<file path="src/rtl/core_mem_port.sv">
// core_mem_port: per-core request front-end for the shared-memory crossbar.
// The core's load/store requests are queued in a small FIFO. One request at a
// time is presented to the crossbar and held until its ready arrives. Each
// completion comes back to the core as a tagged one-cycle response. The
// crossbar raises ready one cycle late, so after every grant a single DRAIN
// cycle swallows the duplicate ready before the next request is issued.
//
// Ports:
//   clk, reset              clock, synchronous active-high reset
//   req_valid/req_ready     core request handshake (ready = FIFO not full)
//   req_op                  {write,read}: 01 read, 10 write, 00/11 illegal
//   req_addr/wdata/tag      request payload
//   req_err                 one-cycle pulse: illegal op offered and dropped
//   resp_valid/tag/is_wr    one-cycle completion pulse with request tag
//   resp_rdata              read data (0 for writes)
//   mem_enable/addr/wr_data to this core's crossbar slices
//   mem_rd_data, mem_ready  from this core's crossbar slices
//   busy                    FIFO non-empty or FSM not IDLE
module core_mem_port #(
    parameter int ADDR_W = 12,
    parameter int DATA_W = 8,
    parameter int DEPTH  = 4,
    parameter int TAG_W  = 3
) (
    input  logic              clk,
    input  logic              reset,
    input  logic              req_valid,
    output logic              req_ready,
    input  logic [1:0]        req_op,
    input  logic [ADDR_W-1:0] req_addr,
    input  logic [DATA_W-1:0] req_wdata,
    input  logic [TAG_W-1:0]  req_tag,
    output logic              req_err,
    output logic              resp_valid,
    output logic [TAG_W-1:0]  resp_tag,
    output logic              resp_is_wr,
    output logic [DATA_W-1:0] resp_rdata,
    output logic [1:0]        mem_enable,
    output logic [ADDR_W-1:0] mem_addr,
    output logic [DATA_W-1:0] mem_wr_data,
    input  logic [DATA_W-1:0] mem_rd_data,
    input  logic              mem_ready,
    output logic              busy
);

    localparam int PTR_W = $clog2(DEPTH);
    localparam int CNT_W = PTR_W + 1;

    typedef enum logic [1:0] {
        IDLE  = 2'd0,
        ISSUE = 2'd1,
        DRAIN = 2'd2
    } state_t;

    state_t state, state_nxt;

    logic [1:0]        op_q    [DEPTH];
    logic [ADDR_W-1:0] addr_q  [DEPTH];
    logic [DATA_W-1:0] wdata_q [DEPTH];
    logic [TAG_W-1:0]  tag_q   [DEPTH];

    logic [PTR_W-1:0] wr_ptr, rd_ptr;
    logic [CNT_W-1:0] count;

    logic op_legal, push, pop;

    // req_ready looks only at the registered count, never at a same-cycle pop.
    assign req_ready = (count < CNT_W'(DEPTH));
    assign op_legal  = (req_op == 2'b01) || (req_op == 2'b10);
    assign push      = req_valid && req_ready && op_legal;
    // Ready only counts while a request is actually on the bus.
    assign pop       = (state == ISSUE) && mem_ready;
    assign busy      = (count != '0) || (state != IDLE);

    // NOTE: FIFO storage has no reset; entries are only read once count says
    // they were written, so clearing them would just cost reset fan-out.
    always_ff @(posedge clk) begin
        if (push) begin
            op_q[wr_ptr]    <= req_op;
            addr_q[wr_ptr]  <= req_addr;
            wdata_q[wr_ptr] <= req_wdata;
            tag_q[wr_ptr]   <= req_tag;
        end
    end

    // NOTE: sequential state uses non-blocking assignments so every register
    // samples the pre-edge values regardless of statement order.
    always_ff @(posedge clk) begin
        if (reset) begin
            wr_ptr <= '0;
            rd_ptr <= '0;
            count  <= '0;
            state  <= IDLE;
        end else begin
            // Pointers are PTR_W bits wide, so they wrap modulo DEPTH.
            if (push) wr_ptr <= wr_ptr + 1'b1;
            if (pop)  rd_ptr <= rd_ptr + 1'b1;
            case ({push, pop})
                2'b10:   count <= count + 1'b1;
                2'b01:   count <= count - 1'b1;
                default: count <= count;
            endcase
            state <= state_nxt;
        end
    end

    // Response and error registers: one-cycle pulses, payload held between.
    always_ff @(posedge clk) begin
        if (reset) begin
            req_err    <= 1'b0;
            resp_valid <= 1'b0;
            resp_tag   <= '0;
            resp_is_wr <= 1'b0;
            resp_rdata <= '0;
        end else begin
            req_err    <= req_valid && req_ready && !op_legal;
            resp_valid <= pop;
            if (pop) begin
                resp_tag   <= tag_q[rd_ptr];
                resp_is_wr <= op_q[rd_ptr][1];
                resp_rdata <= op_q[rd_ptr][1] ? '0 : mem_rd_data;
            end
        end
    end

    // NOTE: every output of this block gets a default first, so no path
    // through the case statement can infer a latch.
    always_comb begin
        state_nxt   = state;
        mem_enable  = 2'b00;
        mem_addr    = '0;
        mem_wr_data = '0;
        case (state)
            IDLE: begin
                if (count != '0) state_nxt = ISSUE;
            end
            ISSUE: begin
                // Head entry is stable here: it is only popped on mem_ready.
                mem_enable  = op_q[rd_ptr];
                mem_addr    = addr_q[rd_ptr];
                mem_wr_data = wdata_q[rd_ptr];
                if (mem_ready) state_nxt = DRAIN;
            end
            DRAIN: begin
                // count already reflects the pop from the grant cycle.
                state_nxt = (count != '0) ? ISSUE : IDLE;
            end
            default: state_nxt = IDLE;
        endcase
    end

endmodule

</file>
<file path="config.mk">
export PLATFORM = sky130hd
export DESIGN_NAME = core_mem_port
export DESIGN_NICKNAME = d
export VERILOG_FILES = /design/src/rtl/core_mem_port.sv
export SDC_FILE = /design/constraint.sdc
export NUM_CORES = 1
export LEC_CHECK = 0
export CAP_MARGIN = 0
export CORE_MARGIN = 10
export CORE_UTILIZATION = 40
export CTS_CLUSTER_DIAMETER = 60
export DETAILED_ROUTE_END_ITERATION = 12
export PLACE_DENSITY = 0.62
export SYNTH_ARGS = -nofsm -noshare
export SYNTH_HDL_FRONTEND = slang
export SYNTH_SLANG_ARGS = --single-unit
</file>
<file path="constraint.sdc">
create_clock -name clk -period 2.6 [get_ports clk]
set_input_delay 0.26 -clock clk [delete_from_list [all_inputs] [get_ports clk]]
set_output_delay 0.26 -clock clk [all_outputs]
set_load 0.01 [all_outputs]
</file>
# [Yosys cells after proc, flatten, opt, wreduce, memory -nomap -nowiden]
# Memory sizes are Yosys's and may differ from the RTL's. A register that Yosys moved wholly into a read port is not among the register bits.
# Cells that the tools add are included.
[word_totals] reg_bits=20 ramBits=100 input_bits=37 wordCells=54 mem_count=4
[op_classes] n_addsub=4 magnitude_cmp=1 n_eq_ne=8 n_mux=17 n_reduce_logical=12
[memory_table] memory="addr_q" depth=4 width=12 read_ports=1 rd_clocked_by_memory_dff=1 wr=1 line_no="58" rtl="logic [ADDR_W-1:0] addr_q [DEPTH];"
[memory_table] memory="wdata_q" depth=4 width=8 read_ports=1 rd_clocked_by_memory_dff=1 wr=1 line_no="59" rtl="logic [DATA_W-1:0] wdata_q [DEPTH];"
[memory_table] memory="tag_q" depth=4 width=3 read_ports=1 rd_clocked_by_memory_dff=1 wr=1 line_no="60" rtl="logic [TAG_W-1:0] tag_q [DEPTH];"
[memory_table] memory="op_q" depth=4 width=2 read_ports=1 rd_clocked_by_memory_dff=1 wr=1 line_no="57" rtl="logic [1:0] op_q [DEPTH];"
[ops] cell="two-way mux 2 bit" n=9
[ops] cell="two-way mux 8 bit" n=2
[ops] cell="two-way mux 12 bit" n=1
[ops] cell="== test 2 x 1 -> 1 bit (second input constant)" n=3
[ops] cell="== test 2 bit (second input constant)" n=3
[ops] cell="one-hot mux 2 bit (3 select lines)" n=1
[ops] cell="one-hot mux 3 bit (2 select lines)" n=1
[ops] cell="adder 2 x 1 -> 2 bit (second input constant)" n=2
[ops] cell="logical AND 1 bit" n=4
[ops] cell="inequality test 2 bit (second input constant)" n=2
[ops] cell="nonzero test 2 bit" n=2
[ops] cell="adder 3 x 1 -> 3 bit (second input constant)" n=1
[ops] cell="< comparator 3 bit (second input constant)" n=1
[ops] cell="two-way mux 1 bit" n=3
[ops] cell="nonzero test 3 bit" n=1
[ops] cell="subtractor 3 x 1 -> 3 bit (second input constant)" n=1
[ops] cell="zero test 2 bit" n=1
[ops] cell="logical OR 1 bit" n=2
[ops] cell="AND reduction 2 bit" n=1
[ops] cell="zero test 1 bit" n=1

# [Longest topological paths before layout]
# Gate-level depths: netlist (run 1).
[depth] word_depth=5 depth_mapped=9 depth_no_buf=9

# [Least setup slack after synthesis (run 1)]
# Ideal clock, no wire load.
[synth_path] path_type="flip-flop to flip-flop" from="register state[1]" to="register count[2]" setup_ns=0.070 arrival_ns=2.030 required_ns=2.530 setup_slack_ns=0.500 path_stages_with_launch=10 path_buffers=1 period_less_slack_ns=2.100 path_cell_list="dfxtp_1 -> nand3b_1 -> inv_2 -> buf_2 -> ha_1 -> inv_1 -> fa_1 -> xor2_1 -> or3_1 -> a21oi_1"
[synth_between] elab_chain_cells=4 elab_cells_between_ends=6 classes_between="eq/ne: 3; mux: 1; reduce/logical: 2"
[synth_rtl] item="from (decl)" line_no="55" rtl="state_t state, state_nxt;"
[synth_rtl] item="from (signal assigned)" line_no="103" rtl="state <= state_nxt;"
[synth_rtl] item="== test 2 x 1 -> 1 bit *" line_no="72" rtl="assign pop = (state == ISSUE) && mem_ready;"
[synth_rtl] item="logical AND 1 bit *" line_no="72"
[synth_rtl] item="via pop" line_no="65" rtl="logic op_legal, push, pop;"
[synth_rtl] item="== test 2 x 1 -> 1 bit or == test 2 bit (tied branches)" line_no="98" rtl="case ({push, pop})"
[synth_rtl] item="one-hot mux 3 bit (2 select lines) or nonzero test 2 bit (tied branches)"
[synth_rtl] item="to (signal assigned)" line_no="99" rtl="2'b10: count <= count + 1'b1;"
[synth_rtl] item="to (signal assigned)" line_no="100" rtl="2'b01: count <= count - 1'b1;"
[synth_rtl] item="to (signal assigned)" line_no="101" rtl="default: count <= count;"
[synth_rtl] item="to (decl)" line_no="63" rtl="logic [CNT_W-1:0] count;"
# Mark *: on every way through the listed nets, which the timed path passes. The rest lies on a longest branch.
# A chain may end at the register's enable or synchronous reset.

==> impl_metrics.prom, run 1 <==
# TYPE chip_impl_metric gauge
chip_impl_metric{name="starting_density",unit=""} 0.4127
chip_impl_metric{name="timing.fmax",unit="GHz"} 0.4159
chip_impl_metric{name="leakage",unit="nW"} 2.094
chip_impl_metric{name="synthCells",unit=""} 274
chip_impl_metric{name="pin_count",unit=""} 75
chip_impl_info{name="grt_setup_unrepaired",value="no"} 1
chip_impl_metric{name="crit_arrival",unit="ps"} 2140
chip_impl_metric{name="synth-edff-count",unit=""} 100
chip_impl_metric{name="met3RoutedLength",unit="um"} 594
chip_impl_metric{name="area_delta_synth_final",unit="%"} 33.42
chip_impl_metric{name="slowest_cell_delay_on_critical_path",unit="ps"} 510
chip_impl_metric{name="synthDominantCellAreaShare",unit=""} 0.6291
chip_impl_metric{name="antenna_found_initial",unit=""} 0
chip_impl_metric{name="reg2reg_slack",unit="ps"} 640
chip_impl_metric{name="nets",unit=""} 419
chip_impl_metric{name="worst_ir_drop_vdd",unit="mV"} 0.3645
chip_impl_metric{name="final-setup-viol-count",unit=""} 0
chip_impl_metric{name="drtPass1Iterations",unit=""} 6
chip_impl_metric{name="max_slew.worst_pin.slew",unit="ps"} 860.5
chip_impl_metric{name="antenna-diode-count",unit=""} 0
chip_impl_metric{name="route.vias.total",unit=""} 2598
chip_impl_metric{name="design.die.area",unit="sq um"} 16700
chip_impl_metric{name="antenna_violating_nets_post_route",unit=""} 0
chip_impl_metric{name="postRouteWirelength",unit="um"} 9658
chip_impl_metric{name="post-route-worst-setup-slack",unit="ps"} 195.4
chip_impl_info{name="worst_hold_startpoint",value="mem_rd_data[0]"} 1
chip_impl_metric{name="min_delay_path_depth",unit=""} 3
chip_impl_metric{name="critPathRequiredTime",unit="ps"} 2340
chip_impl_metric{name="post_drt_wl_per_cell",unit="um"} 18.19
chip_impl_info{name="top_layer",value="met4"} 1
chip_impl_metric{name="grt_use_total",unit=""} 0.1202
chip_impl_info{name="ys_top_cells_by_count",value="100 x sky130_fd_sc_hd__edfxtp_1, 25 x sky130_fd_sc_hd__dfxtp_1, 25 x sky130_fd_sc_hd__mux4_2, 23 x sky130_fd_sc_hd__nor2b_1"} 1
chip_impl_info{name="tritoncts",value="yes"} 1
chip_impl_metric{name="max_cap_violations",unit=""} 0
chip_impl_metric{name="timing.final.hold_violations",unit=""} 0
chip_impl_metric{name="maxSlewHeadroom",unit=""} 0.4245
chip_impl_info{name="worst_hold_path.endpoint",value="resp_rdata[0]"} 1
chip_impl_info{name="post-synth-top-count-cell",value="sky130_fd_sc_hd__edfxtp_1"} 1
chip_impl_metric{name="share_of_the_clock_period_used_by_the_worst_path",unit=""} 0.9249
chip_impl_metric{name="worstRegToRegCells",unit=""} 9
chip_impl_info{name="regToRegStartpoint",value="count[2]"} 1
chip_impl_metric{name="syn_area",unit="sq um"} 4773
chip_impl_metric{name="first_iter_violations",unit=""} 164
chip_impl_metric{name="cts.sink_count",unit=""} 125
chip_impl_metric{name="final-max-slew-violation-count",unit=""} 0
chip_impl_metric{name="postSynthRegisterBits",unit=""} 125
chip_impl_metric{name="post_synth_num_cell_types",unit=""} 25
chip_impl_metric{name="numPortBuffers",unit=""} 74
chip_impl_metric{name="utilization",unit=""} 0.5507
chip_impl_metric{name="core_area",unit="sq um"} 11560
chip_impl_metric{name="drive_gt1_frac",unit=""} 0.2010
chip_impl_metric{name="ys_async_rst_share",unit=""} 0
chip_impl_metric{name="route.met2.wl",unit="um"} 4974
chip_impl_metric{name="number_of_global_route_vias_before_repair",unit=""} 2788
chip_impl_metric{name="drt-vias-per-instance",unit=""} 4.893
chip_impl_info{name="synth_top_area_cell",value="sky130_fd_sc_hd__edfxtp_1"} 1
chip_impl_info{name="postSynth.topFlopCell",value="sky130_fd_sc_hd__edfxtp_1"} 1
chip_impl_metric{name="cts_made_buffers",unit=""} 17
chip_impl_metric{name="synth_nets",unit=""} 317
chip_impl_metric{name="global_route.overflow_total",unit=""} 0
chip_impl_metric{name="post_synth.cell_area_avg",unit="sq um"} 17.42
chip_impl_metric{name="placement_rows",unit=""} 39
chip_impl_metric{name="finalPower",unit="mW"} 5.152
chip_impl_metric{name="final_period_minus_worst_setup_slack",unit="ps"} 2405
chip_impl_metric{name="dpl.hpwl",unit="um"} 6622
chip_impl_info{name="start_kind",value="flip-flop"} 1
chip_impl_info{name="timing.critical_path.to_type",value="primary output"} 1
chip_impl_metric{name="timing.setup.tns",unit="ps"} 0
chip_impl_metric{name="crit_fanout",unit=""} 6
chip_impl_metric{name="skew",unit="ps"} 9.845
chip_impl_metric{name="clock_latency",unit="ps"} 410
chip_impl_info{name="status",value="finished clean"} 1
chip_impl_metric{name="grt_pass1_wl",unit="um"} 15020
chip_impl_metric{name="drc_errors",unit=""} 0
chip_impl_metric{name="place_ws",unit="ps"} 252.0
chip_impl_metric{name="number_of_hold_repair_buffers_added_at_the_cts_stage",unit=""} 0
chip_impl_info{name="hp-class",value="in2reg"} 1
chip_impl_info{name="timing_worst_setup_path_type",value="reg2out"} 1
chip_impl_metric{name="clkTransAtPathRegs",unit="ps"} 50
chip_impl_metric{name="cts_htree_levels",unit=""} 4
chip_impl_info{name="critical_path_cell_list",value="buf_4 > mux4_2 > nor2b_1 > clkdlybuf4s50_1"} 1
chip_impl_metric{name="dieWidth",unit="um"} 129.2
chip_impl_metric{name="cts_max_path_buffers",unit=""} 2
chip_impl_metric{name="gp_routability_congestion",unit=""} 0.7121
chip_impl_metric{name="die_h",unit="um"} 129.2
chip_impl_info{name="critical_path.reg2reg.endpoint",value="count[2]"} 1
chip_impl_metric{name="cellPowerDensity",unit="nW/um^2"} 809.0
chip_impl_metric{name="wl_met1",unit="um"} 3989
chip_impl_metric{name="pin_count_of_the_biggest_net_entering_global_routing",unit=""} 25
chip_impl_metric{name="seq_area_frac_synth",unit=""} 0.7339
chip_impl_info{name="yosys-top-cells-area",value="sky130_fd_sc_hd__edfxtp_1 63%, sky130_fd_sc_hd__mux4_2 12%, sky130_fd_sc_hd__dfxtp_1 10%, sky130_fd_sc_hd__nor2b_1 3.0%, sky130_fd_sc_hd__a21oi_1 1.8%"} 1
chip_impl_info{name="cts_root_buf",value="sky130_fd_sc_hd__clkbuf_16"} 1
chip_impl_info{name="critical-path-slowest-cell",value="sky130_fd_sc_hd__mux4_2"} 1
chip_impl_metric{name="synthesis.yosys.warnings",unit=""} 0
## worst max-delay path by stage
stage / startpoint / endpoint / slack, ps
finish: flip-flop / mem_wr_data[0] / 200
global route: flip-flop / mem_wr_data[0] / 90
CTS: flip-flop / mem_wr_data[0] / 30
detailed placement: req_op[0] / count[2] / 250
global placement: req_op[0] / count[2] / 270
floorplan: state[1] / count[2] / 500
## critical path, delay by kind of cell, from the launching register on
family | cells | cell delay (ps)
buf+inv | 2 | 680
mux | 1 | 510
flops | 1 | 390
simple gates | 1 | 160
## cell usage in the layout, fill, tap and decap left out, types with 3 or more instances in the layout
cell,instances
sky130_fd_sc_hd__clkinv_2,4
sky130_fd_sc_hd__a21oi_1,17
sky130_fd_sc_hd__nor2b_1,23
sky130_fd_sc_hd__xor2_1,3
sky130_fd_sc_hd__edfxtp_1,100
sky130_fd_sc_hd__nand2_1,17
sky130_fd_sc_hd__ha_1,5
sky130_fd_sc_hd__nand3b_1,9
sky130_fd_sc_hd__inv_1,8
sky130_fd_sc_hd__clkdlybuf4s50_1,74
sky130_fd_sc_hd__mux4_2,25
sky130_fd_sc_hd__o21ai_0,4
sky130_fd_sc_hd__nor2_1,10
sky130_fd_sc_hd__buf_4,19
sky130_fd_sc_hd__clkinvlp_4,4
sky130_fd_sc_hd__dfxtp_1,23
sky130_fd_sc_hd__clkbuf_16,17
## report_power, final
part           internal (mW)  switching [mW]
logic                  0.373           0.312
clock network           1.39           0.794
registers               2.24          0.0414
total                   4.00            1.15
## metal layers
metal | global-route usage | up-vias
met5 | 0 | -
met2 | 0.1981 | 60
met3 | 0.04119 | 7
li1 | - | 1244
met4 | 0.06555 | 0
met1 | 0.1353 | 1287
## sequential cells by signal (all words and copies together), names as in the netlist, named ones only
name        flops
resp_tag        3
resp_rdata      8
state           2
resp_is_wr      1
tag_q          12
addr_q         48
req_err         1
rd_ptr          2
resp_valid      1
wdata_q        32
op_q            8
wr_ptr          2
count           3
## cell families (layout without fill, tap and decap cells)
| group | count (synthesis) | after routing | share of synthesized area |
|---|---|---|---|
| adder cells (fa/ha/maj) | 6 | 6 | 0.01730 |
| AO/OA/AOI/OAI | 22 | 22 | 0.02385 |
| buffers and inverters | 20 | 134 | 0.01756 |
| multiplexers | 25 | 25 | 0.1180 |
| AND/OR/NAND/NOR | 71 | 71 | 0.08021 |
| XOR/XNOR | 5 | 5 | 0.009176 |
| flip-flops | 125 | 125 | 0.7339 |
## stage by stage
stage / instances / hold slack [ps] / area (sq um)
after floorplan: 274 / 329.1 / 4773
after global placement: 499 / 442.4 / 5802
after detailed placement: 499 / 447.8 / 5802
after CTS: 530 / 426.3 / 6360
after global routing: 531 / 447.1 / 6369
final: 531 / 445.7 / 6369
## timing repair
item | CTS | global route
buffers inserted | 0 | 1
gates resized for setup | 1 | 1
setup endpoints to repair | 16 | 8
pin swaps | 0 | 0
## layout make-up
| type | instances | area (sq um) |
|---|---|---|
| fill | 925 | 5196 |
| sequential | 125 | 3508 |
| multi-input combinational | 129 | 1189 |
| timing repair buffer | 94 | 903.4 |
| clock buffer | 18 | 429.2 |
| tap | 143 | 178.9 |
| clock inverter | 13 | 126.4 |
| inverter | 9 | 33.78 |
No activity file was read; power rests on OpenSTA's default activity.
==> run 2, diff against run 1 <==
CORE_UTILIZATION = 53   (was 40)
PLACE_DENSITY = 0.79   (was 0.62)
==> run 2 against run 1 <==
Non-clock buffer count is 8 lower. Largest cell class unchanged. Fmax shrank 3.8%. Sequential cell count is the same. Setup slack got worse by 95 ps. Critical path type unchanged. Clock skew is 1.1 ps higher. Critical endpoint is now mem_wr_data[3]. Hold slack worse by 120 ps. Largest power group unchanged. Sequential power barely moved.
==> impl_metrics.prom, run 2 (same netlist as run 1, synthesis figures left out) <==
# TYPE chip_impl_metric gauge
chip_impl_metric{name="first_iter_violations",unit=""} 206
chip_impl_info{name="critical-path-slowest-cell",value="sky130_fd_sc_hd__mux4_2"} 1
chip_impl_metric{name="number_of_global_route_vias_before_repair",unit=""} 2864
chip_impl_metric{name="pin_count",unit=""} 75
chip_impl_metric{name="final-setup-viol-count",unit=""} 0
chip_impl_metric{name="worstRegToRegCells",unit=""} 9
chip_impl_metric{name="grt_use_total",unit=""} 0.1508
chip_impl_metric{name="cts_max_path_buffers",unit=""} 2
chip_impl_info{name="critical_path_cell_list",value="clkbuf_16 > mux4_2 > nor2b_1 > clkdlybuf4s50_1"} 1
chip_impl_metric{name="share_of_the_clock_period_used_by_the_worst_path",unit=""} 0.9613
chip_impl_info{name="critical_path.reg2reg.endpoint",value="count[2]"} 1
chip_impl_info{name="grt_setup_unrepaired",value="no"} 1
chip_impl_metric{name="post_cts_resize_count",unit=""} 0
chip_impl_info{name="path_delay_family",value="buffers and inverters"} 1
chip_impl_info{name="tritoncts",value="yes"} 1
chip_impl_metric{name="skew",unit="ps"} 10.91
chip_impl_metric{name="antenna_violating_nets_post_route",unit=""} 0
chip_impl_metric{name="area_delta_synth_final",unit="%"} 32.82
chip_impl_metric{name="grt_pass1_wl",unit="um"} 15140
chip_impl_metric{name="cellPowerDensity",unit="nW/um^2"} 824.4
chip_impl_info{name="hp-class",value="in2reg"} 1
chip_impl_info{name="largest_register_by_flop_count",value="addr_q"} 1
chip_impl_metric{name="drtPass1Iterations",unit=""} 4
chip_impl_metric{name="cts.sink_count",unit=""} 125
chip_impl_metric{name="pin_count_of_the_biggest_net_entering_global_routing",unit=""} 26
chip_impl_metric{name="wl_met1",unit="um"} 3668
chip_impl_info{name="regToRegStartpoint",value="count[2]"} 1
chip_impl_metric{name="nFillCells",unit=""} 528
chip_impl_metric{name="timing.fmax",unit="GHz"} 0.4001
chip_impl_metric{name="largest_register_ffs",unit=""} 48
chip_impl_metric{name="dieWidth",unit="um"} 114.9
chip_impl_metric{name="cts_htree_levels",unit=""} 4
chip_impl_metric{name="maxSlewHeadroom",unit=""} 0.4063
chip_impl_metric{name="clock_latency",unit="ps"} 510
chip_impl_metric{name="starting_density",unit=""} 0.5447
chip_impl_metric{name="worst_ir_drop_vdd",unit="mV"} 0.4287
chip_impl_metric{name="drc_errors",unit=""} 0
chip_impl_metric{name="dpl.hpwl",unit="um"} 5915
chip_impl_metric{name="critPathRequiredTime",unit="ps"} 2340
chip_impl_metric{name="finalPower",unit="mW"} 5.227
chip_impl_info{name="start_kind",value="flip-flop"} 1
chip_impl_metric{name="route.met2.wl",unit="um"} 5211
chip_impl_metric{name="antenna_found_initial",unit=""} 0
chip_impl_metric{name="antenna-diode-count",unit=""} 0
chip_impl_info{name="cts_root_buf",value="sky130_fd_sc_hd__clkbuf_8"} 1
chip_impl_metric{name="gp_routability_congestion",unit=""} 0.7593
chip_impl_metric{name="crit_fanout",unit=""} 11
chip_impl_metric{name="cp.buffers_inverters",unit=""} 2
chip_impl_metric{name="timing.final.hold_violations",unit=""} 0
chip_impl_metric{name="nets",unit=""} 411
chip_impl_metric{name="numPortBuffers",unit=""} 74
chip_impl_metric{name="max_slew.worst_pin.slew",unit="ps"} 887.7
chip_impl_metric{name="core_area",unit="sq um"} 8763
chip_impl_metric{name="critical_path_depth",unit=""} 4
chip_impl_metric{name="global_route.overflow_total",unit=""} 0
chip_impl_metric{name="drive_gt1_frac",unit=""} 0.1763
chip_impl_metric{name="utilization",unit=""} 0.7234
chip_impl_metric{name="design.die.area",unit="sq um"} 13200
chip_impl_metric{name="drt-vias-per-instance",unit=""} 5.445
chip_impl_info{name="timing_worst_setup_path_type",value="reg2out"} 1
chip_impl_metric{name="slowest_cell_delay_on_critical_path",unit="ps"} 500
chip_impl_info{name="mostFrequentLayoutCells",value="100 x sky130_fd_sc_hd__edfxtp_1, 74 x sky130_fd_sc_hd__clkdlybuf4s50_1, 25 x sky130_fd_sc_hd__mux4_2"} 1
chip_impl_metric{name="number_of_hold_repair_buffers_added_at_the_cts_stage",unit=""} 0
chip_impl_metric{name="met3RoutedLength",unit="um"} 480
chip_impl_metric{name="placement_rows",unit=""} 34
chip_impl_info{name="endpoint",value="mem_wr_data[3]"} 1
chip_impl_info{name="top_layer",value="met4"} 1
chip_impl_info{name="status",value="finished clean"} 1
chip_impl_metric{name="reg2reg_slack",unit="ps"} 630
chip_impl_info{name="timing.critical_path.to_type",value="primary output"} 1
chip_impl_metric{name="crit_arrival",unit="ps"} 2240
chip_impl_metric{name="cts_made_buffers",unit=""} 17
chip_impl_metric{name="final_period_minus_worst_setup_slack",unit="ps"} 2499
chip_impl_info{name="final_common_cell",value="sky130_fd_sc_hd__edfxtp_1"} 1
chip_impl_metric{name="clkTransAtPathRegs",unit="ps"} 50
chip_impl_metric{name="die_h",unit="um"} 114.9
chip_impl_metric{name="leakage",unit="nW"} 2.073
chip_impl_metric{name="postRouteWirelength",unit="um"} 9513
chip_impl_metric{name="timing.setup.tns",unit="ps"} 0
chip_impl_metric{name="route.vias.total",unit=""} 2657
chip_impl_metric{name="final-max-slew-violation-count",unit=""} 0
chip_impl_info{name="top_regs",value="addr_q: 48 flops, wdata_q: 32 flops, tag_q: 12 flops"} 1
chip_impl_metric{name="max_cap_violations",unit=""} 0
chip_impl_metric{name="post_drt_wl_per_cell",unit="um"} 19.49
-- run 2: power breakdown --
group	internal, mW	leakage, nW	switching (mW)
registers	2.24	1.11	0.0407
logic	0.383	0.694	0.312
clock network	1.44	0.267	0.804
-- run 2: what timing repair did --
| item | 4_1_cts | 5_1_grt |
|---|---|---|
| endpoints found under the setup margin | 1 | 3 |
| cloned | 0 | 1 |
| setup buffers | 1 | 0 |
-- run 2: worst min path at each step --
stage	cells after the start	startpoint	slack [ps]	to
after floorplan	1	reset	330	count[2]
after global placement	2	resp_rdata[1]	440	resp_rdata[1]
after detailed placement	2	resp_rdata[5]	450	resp_rdata[5]
after CTS	3	mem_rd_data[6]	310	resp_rdata[6]
after global routing	3	mem_rd_data[4]	320	resp_rdata[4]
final	3	mem_rd_data[6]	330	resp_rdata[6]
-- run 2: layout make-up --
type | count | area, sq um | area share
sequential | 125 | 3505 | 0.5528
multi-input combinational | 129 | 1186 | 0.1871
timing repair buffer | 86 | 910.9 | 0.1437
clock buffer | 19 | 421.7 | 0.06651
clock inverter | 12 | 147.6 | 0.02329
tap | 108 | 135.1 | 0.02131
inverter | 9 | 33.78 | 0.005329
-- run 2: through the flow --
stage,instance area (sq um),hold WS (ps),instances,setup WS (ps)
after global placement,5738,441.9,455,186.5
after floorplan,4773,329.1,274,500.0
after detailed placement,5738,449.2,455,132.9
after global routing,6340,321.3,488,24.00
final,6340,328.8,488,100.6
after CTS,6315,308.6,487,36.94
-- run 2: metal layers --
layer  GRT usage  vias up
met2      0.2560       58
met4     0.05941        0
met5           0        -
met3     0.06406        9
li1            -     1233
met1      0.1634     1357
-- run 2: worst reg2reg max path, stage by stage (launching register included) --
cell	delay, ps
sky130_fd_sc_hd__dfxtp_1	400
sky130_fd_sc_hd__nand2b_1	180
sky130_fd_sc_hd__nor2_1	50
sky130_fd_sc_hd__inv_1	60
sky130_fd_sc_hd__ha_1	170
sky130_fd_sc_hd__inv_1	60
sky130_fd_sc_hd__fa_1	370
sky130_fd_sc_hd__xor2_1	160
sky130_fd_sc_hd__or3_1	310
sky130_fd_sc_hd__a21oi_1	140
